===== src/rtl/fetch_unit.sv =====
`timescale 1ns/1ps
`default_nettype none
// +--------------------------------------------------------------------------+
// | fetch_unit: MIPS front end - PC, one-outstanding I-bus, 1-entry buffer    |
// | Revision: 1.0                                                            |
// +--------------------------------------------------------------------------+

package fetch_unit_pkg;
   typedef struct packed {
      logic [31:0] pc;
      logic [31:0] pc_plus_4;
      logic [31:0] instruction;
      logic [4:0]  rs;
      logic [4:0]  rt;
   } f_d_reg_t;
endpackage

module fetch_unit
   import fetch_unit_pkg::*;
#(
   parameter logic [31:0] PC_RESET = 32'hbfc0_0000
) (
   input  logic        clk,
   input  logic        reset,
   input  logic        stall,
   input  logic        branch_judge,
   input  logic [31:0] branch_address,
   input  logic        jump_judge,
   input  logic [31:0] jump_address,
   output logic        ireq_valid,
   output logic [31:0] ireq_addr,
   input  logic        iresp_data_ok,
   input  logic [31:0] iresp_data,
   output f_d_reg_t    f_d_reg,
   output logic        f_d_valid
);

   typedef enum logic [1:0] {
      S_IDLE = 2'd0,
      S_WAIT = 2'd1,
      S_DROP = 2'd2
   } state_t;

   state_t      r_state;
   logic [31:0] r_pc;
   logic [31:0] r_req_addr;
   logic        r_buf_valid;
   logic [31:0] r_buf_pc;
   logic [31:0] r_buf_instr;

   logic        w_redirect;
   logic [31:0] w_sel_addr;
   logic [31:0] w_target;
   logic        w_drain;
   logic        w_free;
   logic        w_req_valid;
   logic [31:0] w_req_addr;

   always_comb begin
      w_redirect = branch_judge | jump_judge;
      w_sel_addr = branch_judge ? branch_address : jump_address;
      w_target   = {w_sel_addr[31:2], 2'b00};
      w_drain    = r_buf_valid & ~stall;
      w_free     = ~r_buf_valid | w_drain | w_redirect;
      w_req_valid = 1'b0;
      w_req_addr  = r_req_addr;
      case (r_state)
         S_IDLE: begin
            w_req_valid = w_free;
            w_req_addr  = w_redirect ? w_target : r_pc;
         end
         S_WAIT, S_DROP: begin
            w_req_valid = 1'b1;
            w_req_addr  = r_req_addr;
         end
         default: begin
            w_req_valid = 1'b0;
            w_req_addr  = r_req_addr;
         end
      endcase
   end

   assign ireq_valid = w_req_valid & ~reset;
   assign ireq_addr  = w_req_addr;
   // A buffered instruction on the wrong path is hidden from decode at once.
   assign f_d_valid  = r_buf_valid & ~w_redirect & ~reset;
   assign f_d_reg    = '{pc:          r_buf_pc,
                         pc_plus_4:   r_buf_pc + 32'd4,
                         instruction: r_buf_instr,
                         rs:          r_buf_instr[25:21],
                         rt:          r_buf_instr[20:16]};

   always_ff @(posedge clk) begin
      if (reset) begin
         r_state     <= S_IDLE;
         r_pc        <= PC_RESET;
         r_req_addr  <= 32'd0;
         r_buf_valid <= 1'b0;
         r_buf_pc    <= 32'd0;
         r_buf_instr <= 32'd0;
      end else begin
         if (w_redirect || w_drain)
            r_buf_valid <= 1'b0;
         case (r_state)
            S_IDLE: begin
               if (w_free) begin
                  if (iresp_data_ok) begin
                     r_buf_valid <= 1'b1;
                     r_buf_pc    <= w_req_addr;
                     r_buf_instr <= iresp_data;
                     r_pc        <= w_req_addr + 32'd4;
                  end else begin
                     r_req_addr <= w_req_addr;
                     r_pc       <= w_req_addr;
                     r_state    <= S_WAIT;
                  end
               end
            end
            S_WAIT: begin
               // Buffer is guaranteed empty here: issue only happened when free.
               if (iresp_data_ok) begin
                  if (!w_redirect) begin
                     r_buf_valid <= 1'b1;
                     r_buf_pc    <= r_req_addr;
                     r_buf_instr <= iresp_data;
                     r_pc        <= r_req_addr + 32'd4;
                  end else begin
                     r_pc <= w_target;
                  end
                  r_state <= S_IDLE;
               end else if (w_redirect) begin
                  r_pc    <= w_target;
                  r_state <= S_DROP;
               end
            end
            S_DROP: begin
               if (w_redirect)
                  r_pc <= w_target;
               if (iresp_data_ok)
                  r_state <= S_IDLE;
            end
            default: r_state <= S_IDLE;
         endcase
      end
   end

endmodule
`default_nettype wire


===== config.mk =====
export PLATFORM = sky130hd
export DESIGN_NAME = fetch_unit
export DESIGN_NICKNAME = d
export VERILOG_FILES = /design/src/rtl/fetch_unit.sv
export SDC_FILE = /design/constraint.sdc
export NUM_CORES = 1
export LEC_CHECK = 0
export ABC_AREA = 0
export CAP_MARGIN = 10
export CORE_MARGIN = 2
export CORE_UTILIZATION = 45
export DETAILED_ROUTE_END_ITERATION = 8
export MAX_ROUTING_LAYER = met4
export PLACE_DENSITY = 0.82
export REMOVE_ABC_BUFFERS = 1
export SYNTH_ARGS = -nofsm -noshare
export SYNTH_HDL_FRONTEND = slang
export SYNTH_SLANG_ARGS = --single-unit

===== constraint.sdc =====
create_clock -name clk -period 3.3 [get_ports clk]
set_clock_uncertainty 0.05 [all_clocks]
set_input_delay 0.825 -clock clk [delete_from_list [all_inputs] [get_ports clk]]
set_output_delay 0.825 -clock clk [all_outputs]
set_load 0.03 [all_outputs]

Yosys cells after proc, flatten, opt, wreduce, memory -nomap -nowiden. Index checks and enable logic that the tools add are counted.

Register bits: 131. Bits in latches: 0. RAM bits: 0. ROM bits: 0. Input port bits: 102. Output and inout port bits: 140. Logic and storage cells: 70. Memories kept: 0.

Add/sub/neg operators: 3. Multipliers: 0. Divide/modulo/power cells: 0. Magnitude comparators: 0. Equal/unequal tests: 9. Shifts and indexed selects: 0. Multiplexer cells: 31. Bitwise logic cells: 12. Reductions and logical operators: 9.

Operator list (count): $mux W32 (15); $pmux W32 S2 (2); $add A32 B3 Y32 const B (3); $pmux W32 S3 (1); $ne A2 B2 Y1 const B (6); $mux W2 (5); $pmux W2 S3 (1); $mux W1 (5); $not A1 Y1 (5); $reduce_and A5 Y1 (1); $and A1 B1 Y1 (4); $pmux W1 S2 (2); $reduce_and A4 Y1 (1); $ne A3 B3 Y1 const B (1); $or A1 B1 Y1 (3); $reduce_and A3 Y1 (1); $reduce_bool A3 Y1 (1); $eq A2 B1 Y1 const B (1); $eq A2 B2 Y1 const B (1); $logic_not A2 Y1 (1); $reduce_and A2 Y1 (1); $reduce_bool A2 Y1 (1); $reduce_or A2 Y1 (1); $logic_or A1 B1 Y1 (1).

Depth between registers and ports, before layout. Gate-level depths: netlist of run 1.

Depth after elaboration: 7. Gate-level depth with buffers: 15. Depth with buffers taken out: 12.

Least setup slack after synthesis of run 1. Ideal clock, no wire load.

Path type: input to register. Start: in branch_judge. End: reg r_pc[18]. Setup time: 112 ps. Arrival: 3840 ps. Required time: 3138 ps. Slack: -702 ps. Stages on the path: 13. Path buffers: 3. Cell sequence: buf_6 -> clkbuf_1 -> nand2_1 -> o21a_1 -> o21ai_0 -> ha_1 -> nand2_1 -> a21oi_1 -> o21ai_0 -> buf_2 -> nor3_1 -> xnor2_1 -> a2111oi_1.

Word-level cells in the longest chain between the ends: 7. Elaborated cells on any way between the ends: 13. Those cells by class: add/sub (1); eq/ne (1); mux (8); bitwise (2); reduce/logical (1).

RTL lines: start: declaration (line 26) `input logic branch_judge,`; $mux W32 / $or A1 B1 Y1 (equally long branches) (line 61, 60); $mux W32 (*) (line 131, 137); $mux W32 (*) (line 67) `case (r_state)`; net ireq_addr[3] (line 31) `output logic [31:0] ireq_addr,`; $add A32 B3 Y32 (*) (line 111) `r_pc <= w_req_addr + 32'd4;`; $mux W32 (*) (line 107) `if (iresp_data_ok) begin`; $mux W32 (*) (line 106) `if (w_free) begin`; $pmux W32 S3 (*) (line 104) `case (r_state)`; end signal: assignment (line 111); end signal: assignment (line 114) `r_pc <= w_req_addr;`; end signal: assignment (line 126) `r_pc <= r_req_addr + 32'd4;`; end: declaration (line 45) `logic [31:0] r_pc;`.

The timed path passes the listed nets; every way through them passes the cells marked *. The select of a mux whose other input is x is not followed. A chain may end at the register's enable or synchronous reset.

Final worst setup path of run 1.
Start: in jump_judge. End: out ireq_addr[28].

Word-level cells in the longest chain between the ends: 3.

RTL lines: start: declaration (line 28) `input logic jump_judge,`; $or A1 B1 Y1 (line 60) `w_redirect = branch_judge | jump_judge;`; $mux W32; $mux W32 (line 67); end: declaration (line 31).

No other way between the ends.

==> impl_metrics.tcl, run 1 <==
set metrics [dict create \
    synthCells 1267 \
    cp.arrival_ns 2.37 \
    stdcell_count 1847 \
    vias 11100 \
    yosysMostFrequentCell "nand2_1" \
    pin_count 242 \
    clockBufferDepth 2 \
    fillers 1669 \
    dr.pass1.iters 7 \
    ctsRootBufferMaster "clkbuf_16" \
    place.gp.congestion 0.981 \
    synth-async-reset-ratio_pct 0 \
    grt_pass1_wl_mm 54.6 \
    max-slew-margin-rel_pct 60.4 \
    synth-seq-cells 131 \
    grt_pass1_vias 10500 \
    hold_viol_final 0 \
    place_ws_ns -0.387 \
    area_growth_pct 44.2 \
    via_per_inst 5.99 \
    drive_gt1_share_pct 19.5 \
    place_inst 1811 \
    cellPowerDensity_mw_per_mm2 573 \
    grt_start_max_net_pins 108 \
    start_util_pct 45.9 \
    detail-route-antenna-nets 0 \
    cap_violations 0 \
    fmax_ghz 0.308 \
    syn_avg_cell_area_um2 7.34 \
    die_area_mm2 0.0218 \
    max_stage_delay_ns 0.36 \
    n_antenna_cell 0 \
    cts_made_buffers 17 \
    die_x_um 148 \
    yosysTopAreaCellShare_pct 28.2 \
    switchingPower_mw 3.01 \
    clock_latency_ns 0.43 \
    dieHeight_um 148 \
    final_area_mm2 0.0134 \
    wire_per_inst_um 19.3 \
    yosysSeqAreaShare_pct 28.2 \
    start_kind "input port" \
    synth_edf_count 0 \
    tightest_slew_ns 0.592 \
    cts_tree "built" \
    post_synth_num_cell_types 84 \
    power_frac_clock_pct 28.4 \
    hpwl_mm 25.5 \
    min_period_ns 3.24 \
    crit_chain "buf_4 -> buf_4 -> buf_4 -> mux2_2 -> o211ai_1 -> nand2_1 -> buf_4" \
    core.rowCount 52 \
    required_ns 2.42 \
    cts.reportedPaths.clkPinSlew_ns 0.06 \
    drv_slew 0 \
    tns_ns 0 \
    worst_slack_ns 0.0551 \
    combPwrFrac_pct 44.4 \
    htreeDepth 4 \
    dr.first_iter.drc_count 1221 \
    final_core_util_pct 66.3 \
    critPathCaptureType "primary output" \
    outcome "complete, no violations" \
    synth_warnings 0 \
    cts.sinks 131 \
    grt_overflow 0 \
    core-area_mm2 0.0202 \
    critPathSlowestCell "mux2_2" \
    path_class "in2out" \
    drc 0 \
    ir_drop_mv 0.503 \
    path_max_fanout 9 \
    wl_mm 35.7 \
    setup_viol 0 \
    period_share_pct 98.3 \
    nets 1674 \
    antenna_found_initial 0 \
    yosys_most_used_dff "dfxtp_1" \
    crit_path_frequent_cell "buf_4" \
    placed_area_mm2 0.0127 \
    totalPowerFinal_mw 7.69 \
    io_buffer_count 237 \
    power.internal_mw 4.68 \
    leakagePower_nw 5.22 \
    synthTopCellsByCount "nand2_1, nor2_1, dfxtp_1, a21oi_1, clkbuf_1" \
    grt_usage_pct 32.3 \
    yosys.area.top_type "dfxtp_1" \
    synth_area_mm2 0.00930 \
    hp-class "reg2reg" \
    synth_area_leaders "dfxtp_1, nand2_1, a21oi_1" \
    fin_hold_ws_ns 0.402 \
    seq_power_share_pct 27.1 \
    swShare_pct 39.1 \
]
## critical path, delay by kind of cell
kind | cells | cell delay [ns]
AOI/OAI and AO/OA | 1 | 0.30
buffers and inverters | 4 | 0.73
muxes | 1 | 0.36
and+or+nand+nor | 1 | 0.14
## final cells by class
class / instances / area [um^2] / area share [%]
timing repair buffer: 388 / 3580 / 26.7
sequential: 131 / 2630 / 19.6
multi-input combinational: 990 / 6060 / 45.2
clock inverter: 11 / 199 / 1.48
inverter: 36 / 135 / 1.01
tap: 270 / 338 / 2.52
clock buffer: 21 / 470 / 3.51
## registers in the layout, indices dropped and copies added, names as in the netlist
| name | count |
|---|---|
| r_state | 2 |
| r_buf_instr | 32 |
| r_req_addr | 32 |
| r_buf_pc | 32 |
| r_pc | 32 |
| r_buf_valid | 1 |
## cell families after synthesis
family / Yosys count / synth area share, %
xor+xnor: 73 / 6.88
mux: 51 / 5.76
flops: 131 / 28.2
fa+ha+maj: 8 / 1.08
buf+inv: 146 / 7.50
compound gates: 349 / 24.8
simple gates: 509 / 25.8
## final timing paths
path                                     start                            to  slack [ns]  cells past startpoint
setup / recovery                    jump_judge                 ireq_addr[28]        0.06                      7
hold reg to reg   r_buf_instr[10]$_SDFFE_PP0P_  r_buf_instr[10]$_SDFFE_PP0P_        0.40                      2
hold / removal    r_buf_instr[10]$_SDFFE_PP0P_  r_buf_instr[10]$_SDFFE_PP0P_        0.40                      2
setup reg to reg       r_state[0]$_SDFFE_PP0P_         r_pc[29]$_SDFFE_PP1P_        0.23                     10
## what timing repair did
| item | 4_1_cts | 5_1_grt |
|---|---|---|
| buffers inserted | 2 | 2 |
| hold buffers | 0 | 0 |
| gates resized for setup | 14 | 16 |
| gates cloned | 0 | 0 |
| setup endpoints to repair | 13 | 22 |
| pin swaps | 2 | 1 |
## layer usage
metal / GRT usage, % / vias up / wire [um]
met5: - / - / 0
met4: 15.4 / 0 / 1470
met3: 6.54 / 143 / 3760
met2: 50.0 / 700 / 16300
met1: 40.5 / 5131 / 14200
li1: - / 5084 / -
## power by group through the flow
stage | Clock, mW | Sequential, mW | Combinational [mW]
after detailed placement | 0 | 2.10 | 3.32
after CTS | 2.19 | 2.07 | 3.35
final | 2.19 | 2.08 | 3.42
after floorplan | 0 | 2.25 | 1.61
after global routing | 2.26 | 2.11 | 3.61
after global placement | 0 | 2.08 | 3.27
## cells in the final DEF, fill, tap and decap left out, types with 4 or more instances in the layout
cell type,synthesis,routed
clkinv_4,0,4
nor3_1,35,35
dfxtp_1,131,127
xor2_1,14,14
a31oi_1,9,9
or3_1,6,6
nand2_1,189,189
or4_1,4,4
a22oi_1,6,6
o21ai_0,50,49
inv_1,34,34
mux2_2,20,20
ha_1,8,5
nand2b_1,25,25
buf_4,14,187
a211oi_1,47,47
mux2i_1,31,31
xnor2_1,59,59
nand3_1,31,30
o21a_1,9,9
a32oi_1,5,5
nand4_1,12,12
o21ai_1,3,4
a21boi_0,6,5
nor2_1,135,133
and2_1,8,8
dfxtp_2,0,4
buf_12,1,17
clkdlybuf4s50_1,0,178
nor4_1,9,8
a21oi_1,123,122
o22ai_1,9,9
clkbuf_16,0,17
o211ai_1,20,20
nor2b_1,14,14
bufinv_16,0,5
a2111oi_0,4,4
and3_1,17,15
a221oi_1,9,9
(Power assumes the default switching activity.)
==> inputs of run 2 (changes only) <==
--- a/config.mk
+++ b/config.mk
@@ -8,10 +8,10 @@
 export ABC_AREA = 0
 export CAP_MARGIN = 10
 export CORE_MARGIN = 2
-export CORE_UTILIZATION = 45
+export CORE_UTILIZATION = 50
 export DETAILED_ROUTE_END_ITERATION = 8
 export MAX_ROUTING_LAYER = met4
-export PLACE_DENSITY = 0.82
+export PLACE_DENSITY = 0.86
 export REMOVE_ABC_BUFFERS = 1
 export SYNTH_ARGS = -nofsm -noshare
 export SYNTH_HDL_FRONTEND = slang
==> constraint.sdc (replaced) <==
create_clock -name clk -period 3.7 [get_ports clk]
set_clock_uncertainty 0.05 [all_clocks]
set_input_delay 0.925 -clock clk [delete_from_list [all_inputs] [get_ports clk]]
set_output_delay 0.925 -clock clk [all_outputs]
set_load 0.03 [all_outputs]
==> run 2 against run 1 <==
Via count is 1.4% lower. Critical path type unchanged. Clock power shrank 22%. Sequential cell count did not move. Wire length down 3.9%. Cell count down 5.9%.
==> impl_metrics.tcl, run 2 (synthesis gave the netlist of run 1 again) <==
set metrics [dict create \
    fmax_ghz 0.276 \
    via_per_inst 6.27 \
    io_buffer_count 237 \
    cellPowerDensity_mw_per_mm2 504 \
    core.rowCount 49 \
    grt_start_max_net_pins 136 \
    dr_wl_met2_mm 15.7 \
    clockBufferDepth 2 \
    clock_latency_ns 0.43 \
    totalPowerFinal_mw 6.43 \
    wl_met3_mm 3.84 \
    cts_made_buffers 17 \
    cts.reportedPaths.clkPinSlew_ns 0.06 \
    final_core_util_pct 70.5 \
    grt_usage_pct 35.3 \
    grt_pass1_wl_mm 54.1 \
    place.gp.congestion 0.982 \
    ir_drop_mv 0.359 \
    place_inst 1704 \
    start_kind "input port" \
    vias 10900 \
    start_util_pct 51.4 \
    stdcell_count 1738 \
    m1WireLength_mm 13.1 \
    critPathSlowestCell "clkdlybuf4s50_1" \
    path_max_fanout 3 \
    hpwl_mm 23.6 \
    final_area_mm2 0.0127 \
    leakagePower_nw 4.86 \
    rsz0062_at_grt "no" \
    cts_tree "built" \
    topRoutingLayerUsed "met4" \
    dieHeight_um 140 \
    detail-route-antenna-nets 0 \
    wl_mm 34.4 \
    crit_path_frequent_cell "clkdlybuf4s50_1" \
    most-common-layout-cells "nand2_1, clkdlybuf4s50_1, nor2_1" \
    placed_area_mm2 0.0122 \
    die_area_mm2 0.0197 \
    critPathBufInv 3 \
    drive_gt1_share_pct 14.3 \
    fin_hold_ws_ns 0.402 \
    n_antenna_cell 0 \
    drc 0 \
    dr.first_iter.drc_count 1352 \
    setup_viol 0 \
    htreeDepth 4 \
    wire_per_inst_um 19.8 \
    outcome "complete, no violations" \
    cp.arrival_ns 2.65 \
    critPathTopFamily "buffers and inverters" \
    hold_viol_final 0 \
    dr.pass1.iters 6 \
    antenna_found_initial 0 \
    area_growth_pct 37.1 \
    max_stage_delay_ns 0.70 \
    fillers 1462 \
    ctsRootBufferMaster "clkbuf_16" \
    cts.sinks 131 \
    crit_chain "clkdlybuf4s50_1 -> mux2i_1 -> o221a_4 -> inv_1 -> clkdlybuf4s50_1" \
    max-slew-margin-rel_pct 49.6 \
    min_period_ns 3.63 \
    grt_pass1_vias 10700 \
    layout.area.seq_mm2 0.00263 \
    pin_count 242 \
    path_class "in2out" \
    hp-class "reg2reg" \
    cap_violations 0 \
    tightest_slew_ns 0.755 \
    drv_slew 0 \
    period_share_pct 98.1 \
    grt_overflow 0 \
    die_x_um 140 \
    nets 1606 \
    multi_input_area_mm2 0.00601 \
    final_common_cell "nand2_1" \
    critPathCaptureType "primary output" \
    core-area_mm2 0.0181 \
    required_ns 2.72 \
]
[run 2: changes by cell type in the layout (fill, tap and decap cells not counted), sizes merged]
cell,previous run,this run
clkinvlp,0,4
buf,204,124
bufinv,5,2
clkbuf,23,21
clkdlybuf4s50,178,184
dlygate4sd2,3,10
[run 2: area by class of cell]
class | count | area share [%]
Timing Repair Buffer | 320 | 24.3
Clock inverter | 12 | 1.03
Clock buffer | 20 | 3.58
Tap cell | 229 | 2.25
Inverter | 36 | 1.06
Multi-Input combinational cell | 990 | 47.2
Sequential cell | 131 | 20.6
[run 2: metal layers]
metal | vias to the layer above | track usage, %
li1 | 4934 | -
met1 | 5039 | 42.5
met2 | 763 | 55.9
met3 | 162 | 7.66
met4 | 0 | 17.9
met5 | - | -
[run 2: what timing repair did]
action / in CTS / in global routing
gates resized for setup: 11 / 7
pin swaps: 1 / 0
buffers inserted: 2 / 0
setup endpoints to repair: 13 / 4
hold buffers: 0 / 0
[run 2: worst register-to-register path, delay by kind of cell, from the launching register on]
kind                       cells  cell delay (ns)
buffers and inverters          4             0.77
AOI/OAI and AO/OA              4             0.98
xor gates and xnor gates       1             0.10
adders and majority gates      2             0.58
DFF                            1             0.34
and+or+nand+nor                2             0.31
[run 2: through the flow]
| stage | setup TNS, ns | worst slack (ns) |
|---|---|---|
| floorplan | -85.91 | -1.23 |
| global placement | 0 | 0.0854 |
| detailed placement | 0 | 0.0400 |
| CTS | 0 | 0.0148 |
| global route | 0 | 0.00593 |
| finish | 0 | 0.0708 |
[run 2: power breakdown]
group          switching, mW  internal, mW  total, mW
Sequential             0.225          1.63       1.85
Clock                  0.683          1.03       1.71
Combinational           1.70          1.16       2.86
Total                   2.61          3.81       6.43
[run 2: worst paths after layout]
| check | startpoint | end | slack (ns) | cells past startpoint |
|---|---|---|---|---|
| worst max-delay path | jump_address[11] | ireq_addr[11] | 0.07 | 5 |
| worst max register to register | r_state[1]$_SDFFE_PP0P_ | r_pc[18]$_SDFFE_PP0P_ | 0.45 | 13 |
| worst min-delay path | r_buf_instr[27]$_SDFFE_PP0P_ | r_buf_instr[27]$_SDFFE_PP0P_ | 0.40 | 2 |
| worst min register to register | r_buf_instr[27]$_SDFFE_PP0P_ | r_buf_instr[27]$_SDFFE_PP0P_ | 0.40 | 2 |
==> inputs of run 3 (changes only) <==
--- a/config.mk
+++ b/config.mk
@@ -6,6 +6,7 @@
 export NUM_CORES = 1
 export LEC_CHECK = 0
 export ABC_AREA = 0
+export ABC_CLOCK_PERIOD_IN_PS = 3700
 export CAP_MARGIN = 10
 export CORE_MARGIN = 2
 export CORE_UTILIZATION = 50
==> results of run 3 <==
Final layout, timing and power as in run 2 (identical DEF).
